===== config.mk =====
export PLATFORM = sky130hd
export DESIGN_NAME = fp_mul_pipeline4
export DESIGN_NICKNAME = d
export VERILOG_FILES = /design/src/rtl/fp_pkg.sv /design/src/rtl/fp_mul_out_fifo.sv /design/src/rtl/fp_mul_pipeline4.sv
export SDC_FILE = /design/constraint.sdc
export NUM_CORES = 1
export LEC_CHECK = 0
export ABC_CLOCK_PERIOD_IN_PS = 11900
export CORE_MARGIN = 8
export CORE_UTILIZATION = 30
export DETAILED_ROUTE_END_ITERATION = 7
export PLACE_DENSITY = 0.52
export REMOVE_ABC_BUFFERS = 1
export SLEW_MARGIN = 20
export SYNTH_ARGS = -nofsm -noshare
export SYNTH_HDL_FRONTEND = slang
export SYNTH_SLANG_ARGS = --single-unit

===== constraint.sdc =====
create_clock -name clk -period 11.9 [get_ports clk]
set_clock_uncertainty 0.2 [all_clocks]
set_input_delay 1.19 -clock clk [delete_from_list [all_inputs] [get_ports clk]]
set_output_delay 1.19 -clock clk [all_outputs]
set_load 0.05 [all_outputs]

===== src/rtl/fp_pkg.sv =====
// Shared constants for the FP multiply output stage: exponent limits, infinity pattern, flag bit positions.
package fp_pkg;
  localparam logic [8:0]  FP_EXP_BIAS = 9'd127;
  localparam logic [8:0]  FP_EXP_MAX  = 9'd254;
  localparam logic [8:0]  FP_EXP_NEG  = 9'd384;
  localparam logic [31:0] FP_INF_POS  = 32'h7F800000;
  localparam int          FP_FLAG_OVF = 1;
  localparam int          FP_FLAG_UNF = 0;
endpackage


===== src/rtl/fp_mul_out_fifo.sv =====
// First-word-fall-through FIFO; head visible the cycle after push, 0-cycle pop.
// Push while full is dropped (sticky drop_err) unless a pop frees the slot the same cycle.
module fp_mul_out_fifo #(
  parameter int WIDTH = 34,
  parameter int DEPTH = 8
) (
  input  logic                           clk,
  input  logic                           rst,
  input  logic                           push,
  input  logic [WIDTH-1:0]               din,
  input  logic                           pop,
  output logic                           valid,
  output logic [WIDTH-1:0]               dout,
  output logic [$clog2(DEPTH+1)-1:0]     count,
  output logic                           drop_err
);
  localparam int AW = $clog2(DEPTH);
  localparam int CW = $clog2(DEPTH+1);

  logic [WIDTH-1:0] mem [DEPTH];
  logic [WIDTH-1:0] last_q;
  logic [AW-1:0]    wr_ptr;
  logic [AW-1:0]    rd_ptr;
  logic             full;
  logic             empty;
  logic             pop_ok;
  logic             push_ok;

  assign empty   = (count == '0);
  assign full    = (count == CW'(DEPTH));
  assign pop_ok  = pop && !empty;
  assign push_ok = push && (!full || pop_ok);

  assign valid = !empty;
  // When drained, the output keeps showing the last entry that left.
  assign dout  = empty ? last_q : mem[rd_ptr];

  always_ff @(posedge clk) begin
    if (push_ok) mem[wr_ptr] <= din;
  end

  always_ff @(posedge clk or negedge rst) begin
    if (!rst) begin
      wr_ptr   <= '0;
      rd_ptr   <= '0;
      count    <= '0;
      last_q   <= '0;
      drop_err <= 1'b0;
    end else begin
      if (push_ok) wr_ptr <= wr_ptr + AW'(1);
      if (pop_ok) begin
        rd_ptr <= rd_ptr + AW'(1);
        last_q <= mem[rd_ptr];
      end
      case ({push_ok, pop_ok})
        2'b10:   count <= count + CW'(1);
        2'b01:   count <= count - CW'(1);
        default: count <= count;
      endcase
      if (push && !push_ok) drop_err <= 1'b1;
    end
  end
endmodule


===== src/rtl/fp_mul_pipeline4.sv =====
// Final FP-multiply stage: packs sign/significand/exponent into IEEE-754 single into an output FIFO.
// Latency 1 cycle; stall_o throttles issue so the in-flight results always fit in the FIFO.
module fp_mul_pipeline4
  import fp_pkg::*;
#(
  parameter int DEPTH    = 8,
  parameter int INFLIGHT = 5
) (
  input  logic                       clk,
  input  logic                       rst,
  input  logic [31:0]                x3,
  input  logic [8:0]                 base_ei,
  input  logic                       enable,
  output logic                       out_valid_o,
  input  logic                       out_ready_i,
  output logic [31:0]                out_data_o,
  output logic [1:0]                 out_flags_o,
  output logic                       stall_o,
  output logic [$clog2(DEPTH+1)-1:0] count_o,
  output logic                       drop_err_o
);
  logic        sgn;
  logic        hid;
  logic [22:0] man;
  logic [8:0]  exp_b;
  logic [31:0] pack_data;
  logic [1:0]  pack_flags;
  logic [33:0] fifo_dout;
  logic        unused_bits;

  assign sgn         = x3[31];
  assign hid         = x3[23];
  assign man         = x3[22:0];
  assign exp_b       = base_ei;
  assign unused_bits = ^x3[30:24];

  // Exponents at or above FP_EXP_NEG are wrapped negatives, hence underflow.
  always_comb begin
    pack_data  = {sgn, 31'h0};
    pack_flags = 2'b00;
    if (!hid) begin
      pack_data = {sgn, 31'h0};
    end else if (exp_b == 9'd0 || exp_b >= FP_EXP_NEG) begin
      pack_flags[FP_FLAG_UNF] = 1'b1;
    end else if (exp_b > FP_EXP_MAX) begin
      pack_data               = {sgn, FP_INF_POS[30:0]};
      pack_flags[FP_FLAG_OVF] = 1'b1;
    end else begin
      pack_data = {sgn, exp_b[7:0], man};
    end
  end

  fp_mul_out_fifo #(
    .WIDTH (34),
    .DEPTH (DEPTH)
  ) u_fifo (
    .clk      (clk),
    .rst      (rst),
    .push     (enable),
    .din      ({pack_flags, pack_data}),
    .pop      (out_ready_i),
    .valid    (out_valid_o),
    .dout     (fifo_dout),
    .count    (count_o),
    .drop_err (drop_err_o)
  );

  assign out_data_o  = fifo_dout[31:0];
  assign out_flags_o = fifo_dout[33:32];
  assign stall_o     = (32'(count_o) + INFLIGHT) > DEPTH;
endmodule


# [Word level (Yosys, flattened, before mapping)]
# Memories as Yosys holds them, arrays and structs flattened.
# Index checks and enable logic that the tools add are counted.
[totals] reg_bits=45 ramBits=272 n_memories=1 output_inout_bits=41
[classes] order_cmp=3 eq_ne=3 n_reduce_logical=11 add_sub_neg=5 mux=11
[mem_list] memory="u_fifo.mem" depth=8 width=34 read_ports=1 rd_ports_with_merged_regs=0 write_ports=1 line="fp_mul_out_fifo.sv:20" source="logic [WIDTH-1:0] mem [DEPTH];"
[op_table] cell="2-to-1 mux 31 bit" n=3
[op_table] cell="2-to-1 mux 34 bit" n=1
[op_table] cell=">= comparator 9 bit, second input constant" n=1
[op_table] cell="greater-than comparator 9 x 8 -> 1 bit, second input constant" n=1
[op_table] cell="zero test 9 bit" n=1
[op_table] cell="one-hot mux 4 bit (2 select lines)" n=1
[op_table] cell="adder 3 x 1 -> 3 bit, second input constant" n=2
[op_table] cell="adder 4 x 3 -> 5 bit, second input constant" n=1
[op_table] cell="greater-than comparator 5 x 4 -> 1 bit, second input constant" n=1
[op_table] cell="2-to-1 mux 1 bit" n=5
[op_table] cell="adder 4 x 1 -> 4 bit, second input constant" n=1
[op_table] cell="== test 4 bit, second input constant" n=1
[op_table] cell="zero test 4 bit" n=1
[op_table] cell="subtractor 4 x 1 -> 4 bit, second input constant" n=1
[op_table] cell="logical AND 1 bit" n=3
[op_table] cell="zero test 1 bit" n=3
[op_table] cell="== test 2 x 1 -> 1 bit, second input constant" n=1
[op_table] cell="== test 2 bit, second input constant" n=1
[op_table] cell="logical OR 1 bit" n=2
[op_table] cell="2-to-1 mux 2 bit" n=1
[op_table] cell="nonzero test 2 bit" n=1

# [Longest topological paths before layout]
# Gate-level depths: netlist of run 1.
[logic_depth] word_depth=7 ltp_mapped=12

# [Modules after synthesis]
# From an unflattened synthesis of run 1, not the netlist that was laid out.
[unflattened] cells_unflattened=841 area_unflattened_um2=13131.3
[by_module_without_submodules] mod="fp_mul_out_fifo" area_each_um2=12573.3 seq_area_each_um2=9293.9 cells_each=761 instances=1
[by_module_without_submodules] mod="fp_mul_pipeline4" area_each_um2=558.0 seq_area_each_um2=0.0 cells_each=80 instances=1

# [Worst setup path before layout of run 1]
# No wires, ideal clock.
[synth_path] path_type="input-to-reg" start="input port out_ready_i" end="memory u_fifo.mem[0][0] (enable)" arrival_time_ns=3.914 setup_ns=0.467 stages=4 n_path_buf=0 path_slack_ns=7.319 path_cell_list="or4_1 o21a_1 nand2b_1 nor3_1"
[synth_between] elab_chain_cells=5
[synth_rtl] item="from (decl)" line="fp_mul_pipeline4.sv:15" source="input logic out_ready_i,"
[synth_rtl] item="logical AND 1 bit" line="fp_mul_out_fifo.sv:31" source="assign pop_ok = pop && !empty;"
[synth_rtl] item="logical OR 1 bit" line="fp_mul_out_fifo.sv:32" source="assign push_ok = push && (!full || pop_ok);"
[synth_rtl] item="logical AND 1 bit" line="fp_mul_out_fifo.sv:32"
[synth_rtl] item="2-to-1 mux 1 bit" line="fp_mul_out_fifo.sv:39" source="if (push_ok) mem[wr_ptr] <= din;"
[synth_rtl] item="2-to-1 mux 1 bit (implied by the code)" line="fp_mul_out_fifo.sv:39"
[synth_rtl] item="to (decl)" line="fp_mul_out_fifo.sv:20"
# No other way between the ends.

# [Worst setup path in the final report of run 1]
[layout_path] start="register u_fifo.rd_ptr[0]" end="output port out_data_o[24]"
[layout_between] elab_chain_cells=2
[layout_rtl] item="from (decl)" line="fp_mul_out_fifo.sv:23" source="logic [AW-1:0] rd_ptr;"
[layout_rtl] item="from (signal assigned)" line="fp_mul_out_fifo.sv:52" source="rd_ptr <= rd_ptr + AW'(1);"
[layout_rtl] item="memory read (8 x 34 bit)"
[layout_rtl] item="2-to-1 mux 34 bit" line="fp_mul_out_fifo.sv:36" source="assign dout = empty ? last_q : mem[rd_ptr];"
[layout_rtl] item="to (decl)" line="fp_mul_pipeline4.sv:16" source="output logic [31:0] out_data_o,"
# No other way between the ends.

==> impl_metrics.env, run 1 <==
export IMPL_crit_path_start_kind="flop"
export IMPL_sequentialPowerShare_pct=37.8
export IMPL_status="completed"
export IMPL_grt_ovfl_total=0
export IMPL_post_place_ws_ns=6.91
export IMPL_drc=0
export IMPL_core_area_um2=41900
export IMPL_synth_seq_cells=317
export IMPL_clockBufferDepth=3
export IMPL_setup_tns_ns=0
export IMPL_viasPerCell=4.66
export IMPL_dieArea_um2=49000
export IMPL_ctsResizeCount=0
export IMPL_swShare_pct=36.9
export IMPL_slew_viol_final=0
export IMPL_netlist_area_leader_share_pct=64.5
export IMPL_grt_pass1_vias=6921
export IMPL_mostFrequentLayoutCells="edfxtp_1, clkdlybuf4s50_1, mux4_2"
export IMPL_power_net_switching_mw=1.52
export IMPL_cp_slowest_stage_delay_ns=0.90
export IMPL_path_cells="buf_4 > mux4_2 > mux2i_1 > a21oi_1 > clkdlybuf4s50_1"
export IMPL_port_buffers=78
export IMPL_cts_inserted_buffers=34
export IMPL_finalSetupViolCount=0
export IMPL_p_int_mw=2.60
export IMPL_post_cts_buffers=0
export IMPL_grt_pass1_wl_um=42900
export IMPL_min_period_over_period_pct=44.6
export IMPL_antenna_cells=0
export IMPL_num_rows=75
export IMPL_root_buffer="clkbuf_16"
export IMPL_fillCellCount=3937
export IMPL_ys_seq_area_share_pct=73.4
export IMPL_p_leak_nw=5.15
export IMPL_powerDensity_nw_per_um2=272
export IMPL_critPathSlowestCell="dfrtp_4"
export IMPL_required_ns=10.51
export IMPL_fmax_mhz=188
export IMPL_hold_ws_ns=0.272
export IMPL_grt_setup_unrepaired="false"
export IMPL_io_pins=86
export IMPL_worstPathArrival_ns=3.92
export IMPL_final_core_util_pct=36.2
export IMPL_finalNetCount=840
export IMPL_worst_pin_slew_ns=1.03
export IMPL_cts_tree="done"
export IMPL_drt_pass1_iter_count=5
export IMPL_grtUsageTotal_pct=11.4
export IMPL_die_x_um=221
export IMPL_fin_ws_ns=6.59
export IMPL_avgSynthCellArea_um2=18.1
export IMPL_syn_inst=700
export IMPL_worstSetupPathType="reg2out"
export IMPL_initial_utilization_pct=30.3
export IMPL_critPathLaunch="u_fifo.rd_ptr[0]"
export IMPL_wl_um=27900
export IMPL_r2r_start="u_fifo.count[1]"
export IMPL_cts_sinks=317
export IMPL_finalHoldViolCount=0
export IMPL_fp_dieH_um=221
export IMPL_antenna_found_initial=0
export IMPL_synth_largest_area_cell="edfxtp_1"
export IMPL_hold_path_class="reg2reg"
export IMPL_vdd_drop_max_mv=0.150
export IMPL_cap_violations=0
export IMPL_layout_commonest_cell="edfxtp_1"
export IMPL_drive_gt1_share_pct=21.2
export IMPL_globalplace_congestion=0.697
export IMPL_num_vias=6306
export IMPL_ys_warnings_count=0
export IMPL_syn2layout_area_growth_pct=19.6
export IMPL_crit_path_end_kind="primary output"
export IMPL_slew_headroom_pct=30.9
export IMPL_wire_per_inst_um=20.6
export IMPL_synth_area_leaders="edfxtp_1, mux4_2, dfrtp_1, mux2i_1, nor2_1"
export IMPL_clock_power_share_pct=23.8
export IMPL_path_max_fanout=36
export IMPL_synth_cell_area_um2=12700
export IMPL_final_min_clock_period_ns=5.31
export IMPL_p_comb_share_pct=38.3
export IMPL_ant_nets=0
export IMPL_initialDrtViolationCount=340
export IMPL_grt_max_degree=72
export IMPL_hp_start="u_fifo.drop_err"
export IMPL_hold_buffers=0
export IMPL_clkTransAtPathRegs_ns=0.06
export IMPL_htreeDepth=2
export IMPL_clock_latency_ns=0.50
export IMPL_hpwl_um=15500
export IMPL_yosys_cell_types_count=39
==> synth_stat cells <==
| cell | number |
|---|---|
| edfxtp_1 | 272 |
| mux4_2 | 68 |
| nor2_1 | 57 |
| nand2_1 | 48 |
| dfrtp_1 | 45 |
| a21oi_1 | 36 |
| mux2i_1 | 34 |
| o21ai_0 | 34 |
| and2_4 | 20 |
| clkbuf_1 | 19 |
| buf_2 | 13 |
| ha_1 | 5 |
| xnor2_1 | 5 |
| buf_1 | 4 |
| and2_2 | 3 |
| inv_1 | 3 |
| nand2b_1 | 3 |
| nor3_1 | 3 |
| xor2_1 | 3 |
| buf_6 | 2 |
| nand4_1 | 2 |
| o31ai_1 | 2 |
| or2_2 | 2 |
| or4_1 | 2 |
| a41o_1 | 1 |
| a41oi_1 | 1 |
| and2_1 | 1 |
| and2b_2 | 1 |
| and3_1 | 1 |
| buf_4 | 1 |
| mux2_2 | 1 |
| nor2_4 | 1 |
| nor4b_1 | 1 |
| nor4bb_1 | 1 |
| o21a_1 | 1 |
| o21bai_1 | 1 |
| o311ai_4 | 1 |
| or3_2 | 1 |
| or4_4 | 1 |
==> registers in the layout, indices dropped and copies added, names as in the netlist <==
signal and flops:
u_fifo.wr_ptr 3, u_fifo.last_q 34, u_fifo.mem 272, u_fifo.rd_ptr 3, u_fifo.count 4, u_fifo.drop_err 1
==> worst max-delay path, delay by kind of cell (launching register included) <==
kind                   cells  cell delay (ns)
buffers and inverters      2             1.47
AOI/OAI and AO/OA          1             0.14
DFF                        1             0.90
muxes                      2             0.88
==> worst paths after layout <==
kind	cells after the start	end	slack (ns)
min reg2reg	1	u_fifo.drop_err	0.27
max	5	out_data_o[24]	6.59
min in group asynchronous	2	u_fifo.count[3]	0.65
min	1	u_fifo.drop_err	0.27
max reg2reg	11	u_fifo.count[2]	7.91
max in group asynchronous	2	u_fifo.rd_ptr[0]	10.29
==> kinds of logic (layout without fill, tap and decap cells) <==
| kind of cell | after synthesis | count (layout) | share of synthesized area (%) |
|---|---|---|---|
| xor gates and xnor gates | 8 | 8 | 0.553 |
| DFF | 317 | 317 | 73.4 |
| AOI/OAI and AO/OA | 77 | 77 | 3.36 |
| muxes | 103 | 103 | 14.9 |
| and+or+nand+nor | 148 | 148 | 5.81 |
| buffers and inverters | 42 | 157 | 1.52 |
| adders and majority gates | 5 | 5 | 0.494 |
==> per-stage QoR <==
| step | power (mW) | instance area [µm²] | cells |
|---|---|---|---|
| floorplan | 2.67 | 12500 | 661 |
| global route | 4.34 | 15100 | 1354 |
| CTS | 4.20 | 15100 | 1354 |
| finish | 4.12 | 15100 | 1354 |
| global placement | 3.19 | 14100 | 1293 |
| detailed placement | 3.20 | 14100 | 1293 |
==> power groups by stage <==
stage / registers (mW) / clock network [mW] / logic [mW]
5_1_grt: 1.59 / 1.06 / 1.69
4_1_cts: 1.56 / 1.01 / 1.62
3_3_place_gp: 1.58 / 0 / 1.61
3_5_place_dp: 1.59 / 0 / 1.61
6_report: 1.56 / 0.982 / 1.58
2_1_floorplan: 1.63 / 0 / 1.04
==> area by class of cell <==
cell class	instances	area, µm²	share of cell area, %
inverter	3	11.3	0.0743
clock inverter	18	109	0.719
multi-input combinational	341	3240	21.4
timing repair buffer	93	888	5.86
sequential	317	9300	61.4
clock buffer	43	926	6.11
tap	539	674	4.45
==> per-layer routing <==
metal  part of all wire [%]  routed length [µm]  vias up  track usage, %
met5                      0                   0        -               0
met4                    1.6                 458        0            2.61
met3                    3.8                1080       38            2.09
met2                     48               13400      122            19.2
met1                     47               13100     3240            15.2
li1                       -                   -     2906               -
Note: power is estimated with default switching activity, not from simulation.
==> run 2, diff against run 1 <==
- ABC_CLOCK_PERIOD_IN_PS: 11900 -> 4400
- PLACE_DENSITY: 0.52 -> 0.54
- clock period: 11.9 -> 4.4 ns (I/O delays scaled with it)
==> impl_metrics.env, run 2 (same netlist as run 1, synthesis figures left out) <==
export IMPL_crit_end="out_data_o[22]"
export IMPL_num_rows=75
export IMPL_cp_slowest_stage_delay_ns=0.75
export IMPL_critPathLaunch="u_fifo.rd_ptr[0]"
export IMPL_slew_viol_final=0
export IMPL_vdd_drop_max_mv=0.351
export IMPL_status="completed"
export IMPL_crit_path_end_kind="primary output"
export IMPL_viasPerCell=4.67
export IMPL_htreeDepth=2
export IMPL_r2r_cells=10
export IMPL_crit_path_start_kind="flop"
export IMPL_mostFrequentLayoutCells="edfxtp_1, clkdlybuf4s50_1, mux4_2"
export IMPL_hpwl_um=16400
export IMPL_die_x_um=221
export IMPL_drt_pass1_iter_count=5
export IMPL_place_area_um2=14200
export IMPL_drive_gt1_share_pct=22.3
export IMPL_port_buffers=78
export IMPL_regMostFlops="u_fifo.mem"
export IMPL_grt_setup_unrepaired="false"
export IMPL_post_place_ws_ns=1.03
export IMPL_finalPower_mw=11.5
export IMPL_cap_violations=0
export IMPL_worstSetupPathType="reg2out"
export IMPL_path_max_fanout=14
export IMPL_power_net_switching_mw=4.16
export IMPL_path_cells="buf_4 > mux4_2 > mux2i_1 > a21oi_1 > clkdlybuf4s50_1"
export IMPL_fin_ws_ns=0.520
export IMPL_grt_ovfl_total=0
export IMPL_drc=0
export IMPL_grt_pass1_vias=6823
export IMPL_r2r_setup_slack_ns=1.26
export IMPL_final_min_clock_period_ns=3.88
export IMPL_critPathSlowestCell="clkdlybuf4s50_1"
export IMPL_finalHoldViolCount=0
export IMPL_initial_utilization_pct=30.3
export IMPL_p_leak_nw=5.27
export IMPL_clockBufferDepth=3
export IMPL_syn2layout_area_growth_pct=21.9
export IMPL_ant_nets=0
export IMPL_grt_pass1_wl_um=42000
export IMPL_num_vias=6372
export IMPL_io_pins=86
export IMPL_wire_per_inst_um=20.1
export IMPL_r2r_start="u_fifo.count[1]"
export IMPL_antenna_found_initial=0
export IMPL_reg_top3="u_fifo.mem (272), u_fifo.last_q (34), u_fifo.count (4)"
export IMPL_root_buffer="clkbuf_16"
export IMPL_globalplace_congestion=0.677
export IMPL_worstPathArrival_ns=3.24
export IMPL_cts_inserted_buffers=35
export IMPL_cts_tree="done"
export IMPL_clock_power_share_pct=25.8
export IMPL_reg2reg_to="u_fifo.count[2]"
export IMPL_hold_path_class="reg2reg"
export IMPL_swShare_pct=36.0
export IMPL_p_comb_share_pct=38.3
export IMPL_layout_commonest_cell="edfxtp_1"
export IMPL_largest_reg_flops=272
export IMPL_sequentialPowerShare_pct=35.9
export IMPL_finalSetupViolCount=0
export IMPL_grt_max_degree=71
export IMPL_ctsResizeCount=0
export IMPL_fmax_mhz=258
export IMPL_setup_tns_ns=0
export IMPL_p_int_mw=7.39
export IMPL_fillCellCount=3884
export IMPL_slew_headroom_pct=39.7
export IMPL_clkTransAtPathRegs_ns=0.06
export IMPL_fp_dieH_um=221
export IMPL_required_ns=3.76
export IMPL_worst_pin_slew_ns=0.902
export IMPL_antenna_cells=0
export IMPL_wl_um=27400
export IMPL_dieArea_um2=49000
export IMPL_powerDensity_nw_per_um2=748
export IMPL_grtUsageTotal_pct=11.1
export IMPL_finalNetCount=847
export IMPL_initialDrtViolationCount=395
export IMPL_fin_area_um2=15400
export IMPL_core_area_um2=41900
export IMPL_min_period_over_period_pct=88.2
export IMPL_cts_sinks=317
export IMPL_clock_latency_ns=0.51
## run 2: worst min-delay path by stage
stage | startpoint | to | slack [ns] | cells after the start
6_report | u_fifo.last_q[31] | u_fifo.last_q[31] | 0.28 | 2
3_3_place_gp | u_fifo.drop_err | u_fifo.drop_err | 0.25 | 1
3_5_place_dp | u_fifo.last_q[15] | u_fifo.last_q[15] | 0.27 | 2
5_1_grt | u_fifo.last_q[18] | u_fifo.last_q[18] | 0.30 | 2
4_1_cts | u_fifo.last_q[8] | u_fifo.last_q[8] | 0.28 | 2
2_1_floorplan | rst | u_fifo.count[0] | -0.06 | 0
## run 2: power by group through the flow
stage               combinational, mW  clock (mW)  sequential (mW)
CTS                              4.54        3.06             4.16
detailed placement               4.53           0             4.22
floorplan                        2.82           0             4.40
global route                     4.76        3.17             4.21
global placement                 4.52           0             4.20
finish                           4.43        2.98             4.15
## run 2: layout make-up
cell class / count / area [µm²] / share of cell area [%]
Clock inverter: 10 / 163 / 1.05
Sequential cell: 317 / 9300 / 60.3
Timing Repair Buffer: 99 / 1020 / 6.63
Tap cell: 539 / 674 / 4.37
Multi-Input combinational cell: 341 / 3240 / 21.0
Inverter: 3 / 11.3 / 0.0730
Clock buffer: 54 / 1020 / 6.59
## run 2: metrics by stage
step | util [%] | hold slack (ns) | cells
3_5_place_dp | 34.0 | 0.271 | 1298
5_1_grt | 36.9 | 0.302 | 1363
3_3_place_gp | 34.0 | 0.253 | 1298
2_1_floorplan | - | -0.0556 | 661
6_report | 36.9 | 0.282 | 1363
4_1_cts | 36.9 | 0.284 | 1363
## run 2: critical path, delay by kind of cell, from the launching register on
family,cells,cell delay [ns]
DFF,1,0.59
AOI/OAI and AO/OA,1,0.12
muxes,2,0.91
buffers and inverters,2,1.10
## run 2: layer usage
metal / vias up / wire length [µm] / track usage [%]
met5: - / 0 / 0
met4: 0 / 486 / 2.76
met3: 40 / 1060 / 2.33
met2: 117 / 12800 / 17.9
met1: 3291 / 13100 / 15.1
li1: 2924 / - / -
## run 2: what timing repair did
item	CTS	global route
hold endpoints to repair	23	0
buffers inserted	0	0
hold buffers	1	0
